[src/rtl/adder_pkg.sv]
// adder_pkg: shared slice arithmetic and stage-count helpers for the pipelined adder
package adder_pkg;
  localparam int MAX_CHUNK = 64;
  function automatic int stage_count(input int width, input int chunk);
    return width / chunk;
  endfunction
  function automatic logic [MAX_CHUNK:0] slice_add(input logic [MAX_CHUNK-1:0] x, input logic [MAX_CHUNK-1:0] y, input logic c);
    return {1'b0, x} + {1'b0, y} + {{MAX_CHUNK{1'b0}}, c};
  endfunction
endpackage

[src/rtl/adder_stage.sv]
// adder_stage: one pipeline register resolving one CHUNK-bit slice of the sum
module adder_stage
  import adder_pkg::*;
#(
  parameter int WIDTH = 16,
  parameter int CHUNK = 4,
  parameter int K     = 0
) (
  input  logic             clk,
  input  logic             rst_n,
  input  logic             in_valid,
  output logic             in_ready,
  input  logic [WIDTH-1:0] in_a,
  input  logic [WIDTH-1:0] in_b,
  input  logic [WIDTH-1:0] in_s,
  input  logic             in_c,
  output logic             out_valid,
  input  logic             out_ready,
  output logic [WIDTH-1:0] out_a,
  output logic [WIDTH-1:0] out_b,
  output logic [WIDTH-1:0] out_s,
  output logic             out_c
);
  localparam int LO = K * CHUNK;
  logic             load;
  logic             c_nxt;
  logic [CHUNK-1:0] slice;
  logic [WIDTH-1:0] s_nxt;
  assign load     = ~out_valid | out_ready;
  assign in_ready = load;
  assign {c_nxt, slice} = (CHUNK+1)'(slice_add(MAX_CHUNK'(in_a[LO+:CHUNK]), MAX_CHUNK'(in_b[LO+:CHUNK]), in_c));
  // splice this stage's slice into the partial sum carried down the pipe
  always_comb begin
    s_nxt = in_s;
    s_nxt[LO+:CHUNK] = slice;
  end
  // stage register: refills whenever empty or being drained downstream
  always_ff @(posedge clk or negedge rst_n) begin
    if (!rst_n) begin
      out_valid <= 1'b0;
      out_a     <= '0;
      out_b     <= '0;
      out_s     <= '0;
      out_c     <= 1'b0;
    end else begin
      if (load) out_valid <= in_valid;
      if (load && in_valid) begin
        out_a <= in_a;
        out_b <= in_b;
        out_s <= s_nxt;
        out_c <= c_nxt;
      end
    end
  end
endmodule

[src/rtl/pipelined_adder.sv]
// pipelined_adder: WIDTH-bit add/subtract split into CHUNK-bit slices, one per stage, with valid/ready flow
module pipelined_adder
  import adder_pkg::*;
#(
  parameter int WIDTH = 16,
  parameter int CHUNK = 4
) (
  input  logic             clk,
  input  logic             rst_n,
  input  logic             in_valid,
  output logic             in_ready,
  input  logic [WIDTH-1:0] a,
  input  logic [WIDTH-1:0] b,
  input  logic             cin,
  input  logic             sub,
  output logic             out_valid,
  input  logic             out_ready,
  output logic [WIDTH-1:0] sum,
  output logic             cout,
  output logic             ovf
);
  localparam int STAGES = stage_count(WIDTH, CHUNK);
  if (WIDTH % CHUNK != 0 || CHUNK > MAX_CHUNK) begin : g_bad_cfg
    $error("pipelined_adder: WIDTH must be a multiple of CHUNK and CHUNK at most MAX_CHUNK");
  end
  logic [STAGES:0] v;
  logic [STAGES:0] r;
  logic [STAGES:0] pc;
  logic [WIDTH-1:0] pa [STAGES+1];
  logic [WIDTH-1:0] pb [STAGES+1];
  logic [WIDTH-1:0] ps [STAGES+1];
  assign v[0]      = in_valid;
  assign r[STAGES] = out_ready;
  assign pa[0]     = a;
  assign pb[0]     = sub ? ~b : b;
  assign ps[0]     = '0;
  assign pc[0]     = sub | cin;
  for (genvar i = 0; i < STAGES; i++) begin : g_stage
    adder_stage #(.WIDTH(WIDTH), .CHUNK(CHUNK), .K(i)) u_stage (
      .clk      (clk),
      .rst_n    (rst_n),
      .in_valid (v[i]),
      .in_ready (r[i]),
      .in_a     (pa[i]),
      .in_b     (pb[i]),
      .in_s     (ps[i]),
      .in_c     (pc[i]),
      .out_valid(v[i+1]),
      .out_ready(r[i+1]),
      .out_a    (pa[i+1]),
      .out_b    (pb[i+1]),
      .out_s    (ps[i+1]),
      .out_c    (pc[i+1])
    );
  end
  assign in_ready  = r[0];
  assign out_valid = v[STAGES];
  assign sum       = ps[STAGES];
  assign cout      = pc[STAGES];
  assign ovf       = (pa[STAGES][WIDTH-1] == pb[STAGES][WIDTH-1]) & (ps[STAGES][WIDTH-1] != pa[STAGES][WIDTH-1]);
endmodule

[config.mk]
export PLATFORM = sky130hd
export DESIGN_NAME = pipelined_adder
export DESIGN_NICKNAME = d
export VERILOG_FILES = /design/src/rtl/adder_pkg.sv /design/src/rtl/adder_stage.sv /design/src/rtl/pipelined_adder.sv
export SDC_FILE = /design/constraint.sdc
export NUM_CORES = 1
export LEC_CHECK = 0
export ABC_AREA = 1
export CORE_MARGIN = 2
export CORE_UTILIZATION = 40
export DETAILED_ROUTE_END_ITERATION = 10
export GPL_TIMING_DRIVEN = 0
export PLACE_DENSITY = 0.59
export SLEW_MARGIN = 20
export SYNTH_ARGS = -nofsm -noshare
export SYNTH_HDL_FRONTEND = slang
export SYNTH_SLANG_ARGS = --single-unit
[constraint.sdc]
create_clock -name clk -period 2.88 [get_ports clk]
set_input_delay 0.576 -clock clk [delete_from_list [all_inputs] [get_ports clk]]
set_output_delay 0.576 -clock clk [all_outputs]
set_load 0.01 [all_outputs]
==> results by group, run 1 <==
Critical path
  – Start-to-end type of the worst setup path: input port to primary output
  – Sum of buffers and inverters on the critical path: 2
  – Required time of the critical path: 2.30 ns
  – Crit start category: input port
  – List of cells traversed by the critical path: clkdlybuf4s50_1, nor2_2, nand4_2, clkdlybuf4s50_1
  – Critical Path Slowest Stage Cell: sky130_fd_sc_hd__clkdlybuf4s50_1
  – CP most frequent cell: sky130_fd_sc_hd__clkdlybuf4s50_1
  – CP peak stage delay: between 0.5 and 0.6 ns
  – Data arrival, critical path: about 1.9 ns
  – Crit path capture type: primary output
  – Cell family with the largest share of critical-path delay: buffers and inverters
  – Crit Path Max Fanout: 3

STA
  – Worst-margin pin slew: between 0.4 and 0.5 ns
  – Max Clk Rate: 404 MHz
  – Endpoints failing setup: 0
  – Setup skew after layout: 0.00841 ns
  – Unrepaired setup endpoints after global routing: no
  – Post-layout minimum cycle time: about 2.5 ns
  – Tightest slew margin relative to the limit: around 67%
  – Smallest hold slack: between 0.03 and 0.04 ns
  – Number of slew-limit violations in the final report: 0
  – Number of hold violations in the final report: 0
  – Fin crit share: roughly 86%

Placed design
  – Cell area reported after detailed placement: 5170 um2
  – Number of buffer cells added on primary ports: between 50 and 60
  – Final estimated routing congestion in global placement: about 0.79
  – Estimated wirelength of the detail-placed design: ~6.4 mm

Synthesis
  – Synth Area per Inst: ~9.0 um2
  – Synth cell types: 24
  – Synthesized area: 4410 um2
  – Proportion of synthesized chip area in sequential cells: a little under three fifths
  – Synth Instances: 490
  – Number of warnings printed during yosys synthesis: 0
  – Post-Synthesis Net Count: roughly 550
  – Post-synthesis sequential element count: slightly below 100

Clock tree
  – Latest clock arrival within the worst-skew pair: around 0.36 ns
  – Master cell of the clock root buffer: sky130_fd_sc_hd__clkbuf_8
  – Post-CTS setup repair buffer count: 0
  – CTS-repair resized insts: 0
  – Hold_buf cts: 0
  – Sinks on the clock net: slightly below 100
  – Post-CTS clock slew at the launch and capture registers of the worst setup and hold paths: around 0.08 ns
  – TritonCTS clock tree: done
  – Number of buffers between clock root and the deepest sink: 2
  – H-tree levels: 3
  – Number of CTS-inserted buffers: 9

Floorplanning
  – Width of the die: between 100 and 150 um
  – Height of the die: between 100 and 150 um
  – Row count: 38
  – Total core area: between 10,000 and 15,000 um2
  – I/O Pins: 58
  – Die outline area: between 10,000 and 15,000 um2
  – Effective utilization at floorplan: 40.9%

Power and ir drop
  – Total power density per cell area: 787 nW/um2
  – Leakage power total: between 2 and 3 nW
  – Worst voltage drop across the vdd grid: around 300 uV

GRT
  – Initial antenna violation count: 0
  – GRT overflow: 0
  – Number of global-route vias before repair: 3,051
  – Maximum number of pins on one net before global-route repair: 84
  – First-pass GRT wire length: 14.6 mm
  – Routing usage on met1: approximately 22%
  – Met2 capacity usage during global routing: 24.6%
  – Total global-route track usage: around 16%
  – Global routing's busiest layer: met2
  – Met3 demand-to-capacity share in global routing: under 10%

Cells and area
  – Number of filler instances in the final layout: about 1,100
  – Leading cell types in the layout, fill and taps excluded: 221 x sky130_fd_sc_hd__nand2_1, 98 x sky130_fd_sc_hd__dfrtp_1, 55 x sky130_fd_sc_hd__clkdlybuf4s50_1
  – Nets@finish: ~620
  – Layout cells sized above 1: a little under 7%
  – Final instance area: approximately 5300 um2
  – Area grow syn2layout: 20.9%
  – Most common cell after layout, fill and taps aside: sky130_fd_sc_hd__nand2_1
  – Area of all sequential standard cells: 2450 um2
  – Multi-input combinational cell area: 1700 um2
  – Diode count: 0

Drt
  – Remaining antenna violation count after routing: 0
  – 1st-iter DRT viols: roughly 140
  – Router iterations before antenna repair: 4
  – Via count: ~3,200
  – Final WL: ~8.4 mm
  – Vias per inst: between 4 and 5
  – Mean routed wirelength per cell: 12.1 um
  – Remaining routing DRC violations: 0

Run status
  – Run status: finished clean

Job
  – Max-cap check violation count: 0

Hold path
  – Type of the worst min-delay path: input port to async pin
-- layout make-up --
cell class | instances | share of cell area (%)
flip-flops and latches | 98 | 46.0
well taps | 140 | 3.28
inverters | 38 | 2.67
clock buffers | 13 | 2.98
plain buffers | 19 | 2.21
multi-input cells | 335 | 31.8
repair buffers | 57 | 11.1
-- cells in the mapped netlist, drive strengths merged --
cell type | count | area [um2]
nand2 | 223 | 842
dfrtp | 98 | 2450
inv | 38 | 143
o21ai | 38 | 190
buf | 18 | 114
xor2 | 17 | 149
ha | 12 | 150
nand3 | 11 | 55.1
a21oi | 9 | 45.0
nor2 | 9 | 36.3
fa | 8 | 160
nand4 | 2 | 25.0
xnor2 | 2 | 17.5
clkbuf | 1 | 3.75
nand3b | 1 | 7.51
nor3 | 1 | 5.00
o21bai | 1 | 7.51
or2 | 1 | 6.26
-- stage by stage --
step                      TNS [ns]  total power [mW]  util (%)  instances  setup slack [ns]
after floorplan                  0              2.86         -        490             0.631
final                            0              4.20      49.4        700             0.405
after global placement     -228.60              3.43      47.7        686             -2.34
after CTS                        0              4.26      49.4        700             0.377
after detailed placement         0              3.48      47.9        687             0.368
after global routing             0              4.55      49.4        700             0.320
-- path summary, 6_finish.rpt --
kind / startpoint / endpoint / slack [ns] / cells after the start
max: out_ready / in_ready / 0.40 / 4
min reg2reg: g_stage[3].u_stage.out_s[13] / g_stage[3].u_stage.out_s[13] / 0.48 / 2
min in group clk: g_stage[3].u_stage.out_s[13] / g_stage[3].u_stage.out_s[13] / 0.48 / 2
min: rst_n / g_stage[2].u_stage.out_s[2] / 0.04 / 1
max in group asynchronous: rst_n / g_stage[2].u_stage.out_s[4] / 2.22 / 2
max reg2reg: g_stage[2].u_stage.out_c / g_stage[3].u_stage.out_c / 1.03 / 6
-- power by group --
group,switching [mW],total (mW),leakage [nW],internal [mW]
clock,0.425,0.773,0.0815,0.349
sequential,0.245,2.04,1.22,1.79
combinational,0.736,1.39,1.44,0.651
total,1.41,4.20,2.74,2.79
-- routing by layer --
layer / wire length (um) / vias to the layer above
li1: - / 1650
met1: 4280 / 1436
met2: 3730 / 58
met3: 312 / 14
met4: 127 / 0
met5: 0 / -
-- flip-flops by register name (all words and copies together), names as in the netlist --
signal                     flops
g_stage.u_stage.out_c          4
g_stage.u_stage.out_valid      4
g_stage.u_stage.out_b         25
g_stage.u_stage.out_s         40
g_stage.u_stage.out_a         25
-- cells by family (layout without fill, tap and decap cells) --
family          after synthesis  count (layout)  synth area share, %
simple gates                248             248                 22.2
fa+ha+maj                    20              20                 7.04
xor+xnor                     19              19                 3.77
compound gates               48              48                 5.51
flops                        98              98                 55.6
buf+inv                      57             127                 5.90
Note: power is estimated with default switching activity, not from simulation.
==> inputs of run 2 (changes only) <==
Settings changed: CAP_MARGIN set to 20.
==> results of run 2 <==
Same layout as run 1: the final DEF is identical, and so are final timing and power.
==> inputs of run 3 (changes only) <==
Settings changed: CAP_MARGIN 20 to not set, CORE_UTILIZATION 40 to 55, PLACE_DENSITY 0.59 to 0.78.
==> run 3 against run 2 <==
Against the previous run: clock power is 24% higher; non-clock buffer count unchanged; fmax hardly changed; combinational power is essentially flat; first-iteration DRC count rose by 1.5%; clock skew is essentially flat; final area is 0.23% higher; global-route usage is 5.7 points higher; highest routed layer unchanged; sequential power is essentially flat; power rose by 4.8%.
==> results by group, run 3 (synthesis results as in run 1) <==
Run status
  – Run status: finished clean

GRT
  – Total global-route track usage: 21.6% (+5.7 points)
  – Maximum number of pins on one net before global-route repair: 84 (unchanged)
  – Initial antenna violation count: 0 (unchanged)
  – GRT overflow: 0 (unchanged)
  – First-pass GRT wire length: 14.7 mm (+1.1%)
  – Number of global-route vias before repair: 3,230 (+5.9%)

Critical path
  – Crit path capture type: primary output
  – Data arrival, critical path: 1.90 ns (about the same)
  – Required time of the critical path: 2.30 ns (about the same)
  – Crit Path Max Fanout: 3 (unchanged)
  – Start-to-end type of the worst setup path: input port to primary output
  – Crit start category: input port

STA
  – Fin crit share: 85.9% (about the same)
  – Worst-margin pin slew: 0.479 ns (-0.0200 ns)
  – Post-layout minimum cycle time: 2.47 ns (-0.00114 ns)
  – Final sum of negative setup slack: 0 ns (unchanged)
  – Number of hold violations in the final report: 0 (unchanged)
  – Setup skew after layout: 0.00861 ns (+0.000201 ns)
  – Endpoints failing setup: 0 (unchanged)
  – Tightest slew margin relative to the limit: 68.1% (+1.3 points)
  – Number of slew-limit violations in the final report: 0 (unchanged)
  – Max Clk Rate: 404 MHz (about the same)
  – Unrepaired setup endpoints after global routing: no

Clock tree
  – Sinks on the clock net: 98 (unchanged)
  – Post-CTS clock slew at the launch and capture registers of the worst setup and hold paths: 0.09 ns (about the same)
  – Number of CTS-inserted buffers: 9 (unchanged)
  – Post-CTS setup repair buffer count: 0 (unchanged)
  – CTS-repair resized insts: 0 (unchanged)
  – Hold_buf cts: 0 (unchanged)
  – Master cell of the clock root buffer: sky130_fd_sc_hd__clkbuf_8
  – TritonCTS clock tree: done
  – H-tree levels: 3 (unchanged)
  – Latest clock arrival within the worst-skew pair: 0.36 ns (about the same)
  – Number of buffers between clock root and the deepest sink: 2 (unchanged)

Power and ir drop
  – Leakage power total: 2.77 nW (+1.0%)
  – Worst voltage drop across the vdd grid: 295 uV (-2.8%)
  – Total power density per cell area: 823 nW/um2 (+4.5%)

Floorplanning
  – Row count: 32 (-16%)
  – Total core area: 7730 um2 (-28%)
  – Height of the die: 93.5 um (-14%)
  – Effective utilization at floorplan: 57.1% (+16 points)
  – I/O Pins: 58 (unchanged)
  – Width of the die: 93.5 um (-14%)
  – Die outline area: 8750 um2 (-26%)

Placed design
  – Cell area reported after detailed placement: 5130 um2 (-0.92%)
  – Number of buffer cells added on primary ports: 56 (unchanged)
  – Estimated wirelength of the detail-placed design: 6.24 mm (-2.9%)
  – Placed Cells: 649 (-5.5%)
  – Final estimated routing congestion in global placement: 0.864 (+8.9%)

Cells and area
  – Leading cell types in the layout, fill and taps excluded: 221 x sky130_fd_sc_hd__nand2_1, 98 x sky130_fd_sc_hd__dfrtp_1, 55 x sky130_fd_sc_hd__clkdlybuf4s50_1
  – Largest registers: g_stage.u_stage.out_s (40), g_stage.u_stage.out_a (25), g_stage.u_stage.out_b (25)
  – Final instance area: 5350 um2 (+0.23%)
  – Most common cell after layout, fill and taps aside: sky130_fd_sc_hd__nand2_1
  – Post-route non-filler standard cell count: 665 (-5.0%)
  – Flip-flop count of the largest register, all copies and words added: 40 (unchanged)
  – Nets@finish: 616 (unchanged)
  – Most flops, register: g_stage.u_stage.out_s
  – Area grow syn2layout: 21.2%
  – Layout cells sized above 1: 7.46% (+0.67 points)
  – Diode count: 0 (unchanged)

Drt
  – Router iterations before antenna repair: 4 (unchanged)
  – Remaining routing DRC violations: 0 (unchanged)
  – Via count: 3,265 (+3.4%)
  – Vias per inst: 4.91 (+8.8%)
  – Final WL: 8.29 mm (-1.9%)
  – Mean routed wirelength per cell: 12.5 um (+3.2%)
  – Remaining antenna violation count after routing: 0 (unchanged)
  – 1st-iter DRT viols: 138 (+1.5%)

Hold path
  – Type of the worst min-delay path: input port to async pin

Job
  – Max-cap check violation count: 0 (unchanged)
[run 3: cell types whose count changed in the layout (fill, tap and decap cells not counted), sizes merged]
cell | before | now
bufinv | 0 | 2
clkinvlp | 0 | 1
clkbuf | 14 | 12
clkinv | 0 | 2
[run 3: layer usage]
layer	global-route usage, %	vias to the layer above	wire length [um]
li1	-	1647	-
met1	29.2	1530	3910
met2	35.3	77	3910
met3	3.87	11	336
met4	7.49	0	136
met5	0	-	0
[run 3: critical path, cell delays in order]
cell	delay (ns)
sky130_fd_sc_hd__clkdlybuf4s50_1	0.47
sky130_fd_sc_hd__nor2_2	0.18
sky130_fd_sc_hd__nand4_2	0.15
sky130_fd_sc_hd__clkdlybuf4s50_1	0.52
[run 3: worst paths after layout]
path,from,endpoint,slack [ns],cells past startpoint
setup / recovery,out_ready,in_ready,0.41,4
hold / removal,rst_n,g_stage[3].u_stage.out_s[11],0.03,1
setup reg to reg,g_stage[2].u_stage.out_c,g_stage[3].u_stage.out_c,1.07,6
hold reg to reg,g_stage[2].u_stage.out_s[9],g_stage[3].u_stage.out_s[9],0.48,2
max in group asynchronous,rst_n,g_stage[0].u_stage.out_a[14],2.21,2
min in group clk,g_stage[2].u_stage.out_s[9],g_stage[3].u_stage.out_s[9],0.48,2
[run 3: through the flow]
step	setup WS (ns)	hold slack (ns)	utilization (%)	power, mW
2_1_floorplan	0.631	0.280	-	2.86
3_3_place_gp	-2.17	0.454	66.0	3.39
3_5_place_dp	0.394	0.412	66.3	3.47
4_1_cts	0.406	0.0211	69.2	4.43
5_1_grt	0.335	0.0218	69.2	4.74
6_report	0.406	0.0283	69.2	4.40
[run 3: layout make-up]
| class | instances | area [um2] |
|---|---|---|
| inverter | 38 | 143 |
| clock buffer | 11 | 141 |
| fill | 617 | 2380 |
| tap | 102 | 128 |
| timing repair buffer | 57 | 589 |
| sequential | 98 | 2450 |
| clock inverter | 5 | 77.6 |
| buffer | 19 | 118 |
| multi-input combinational | 335 | 1700 |
[run 3: power breakdown]
part           internal [mW]  switching (mW)
Clock                  0.510           0.449
Sequential              1.79           0.251
Combinational          0.651           0.744
Total                   2.95            1.44
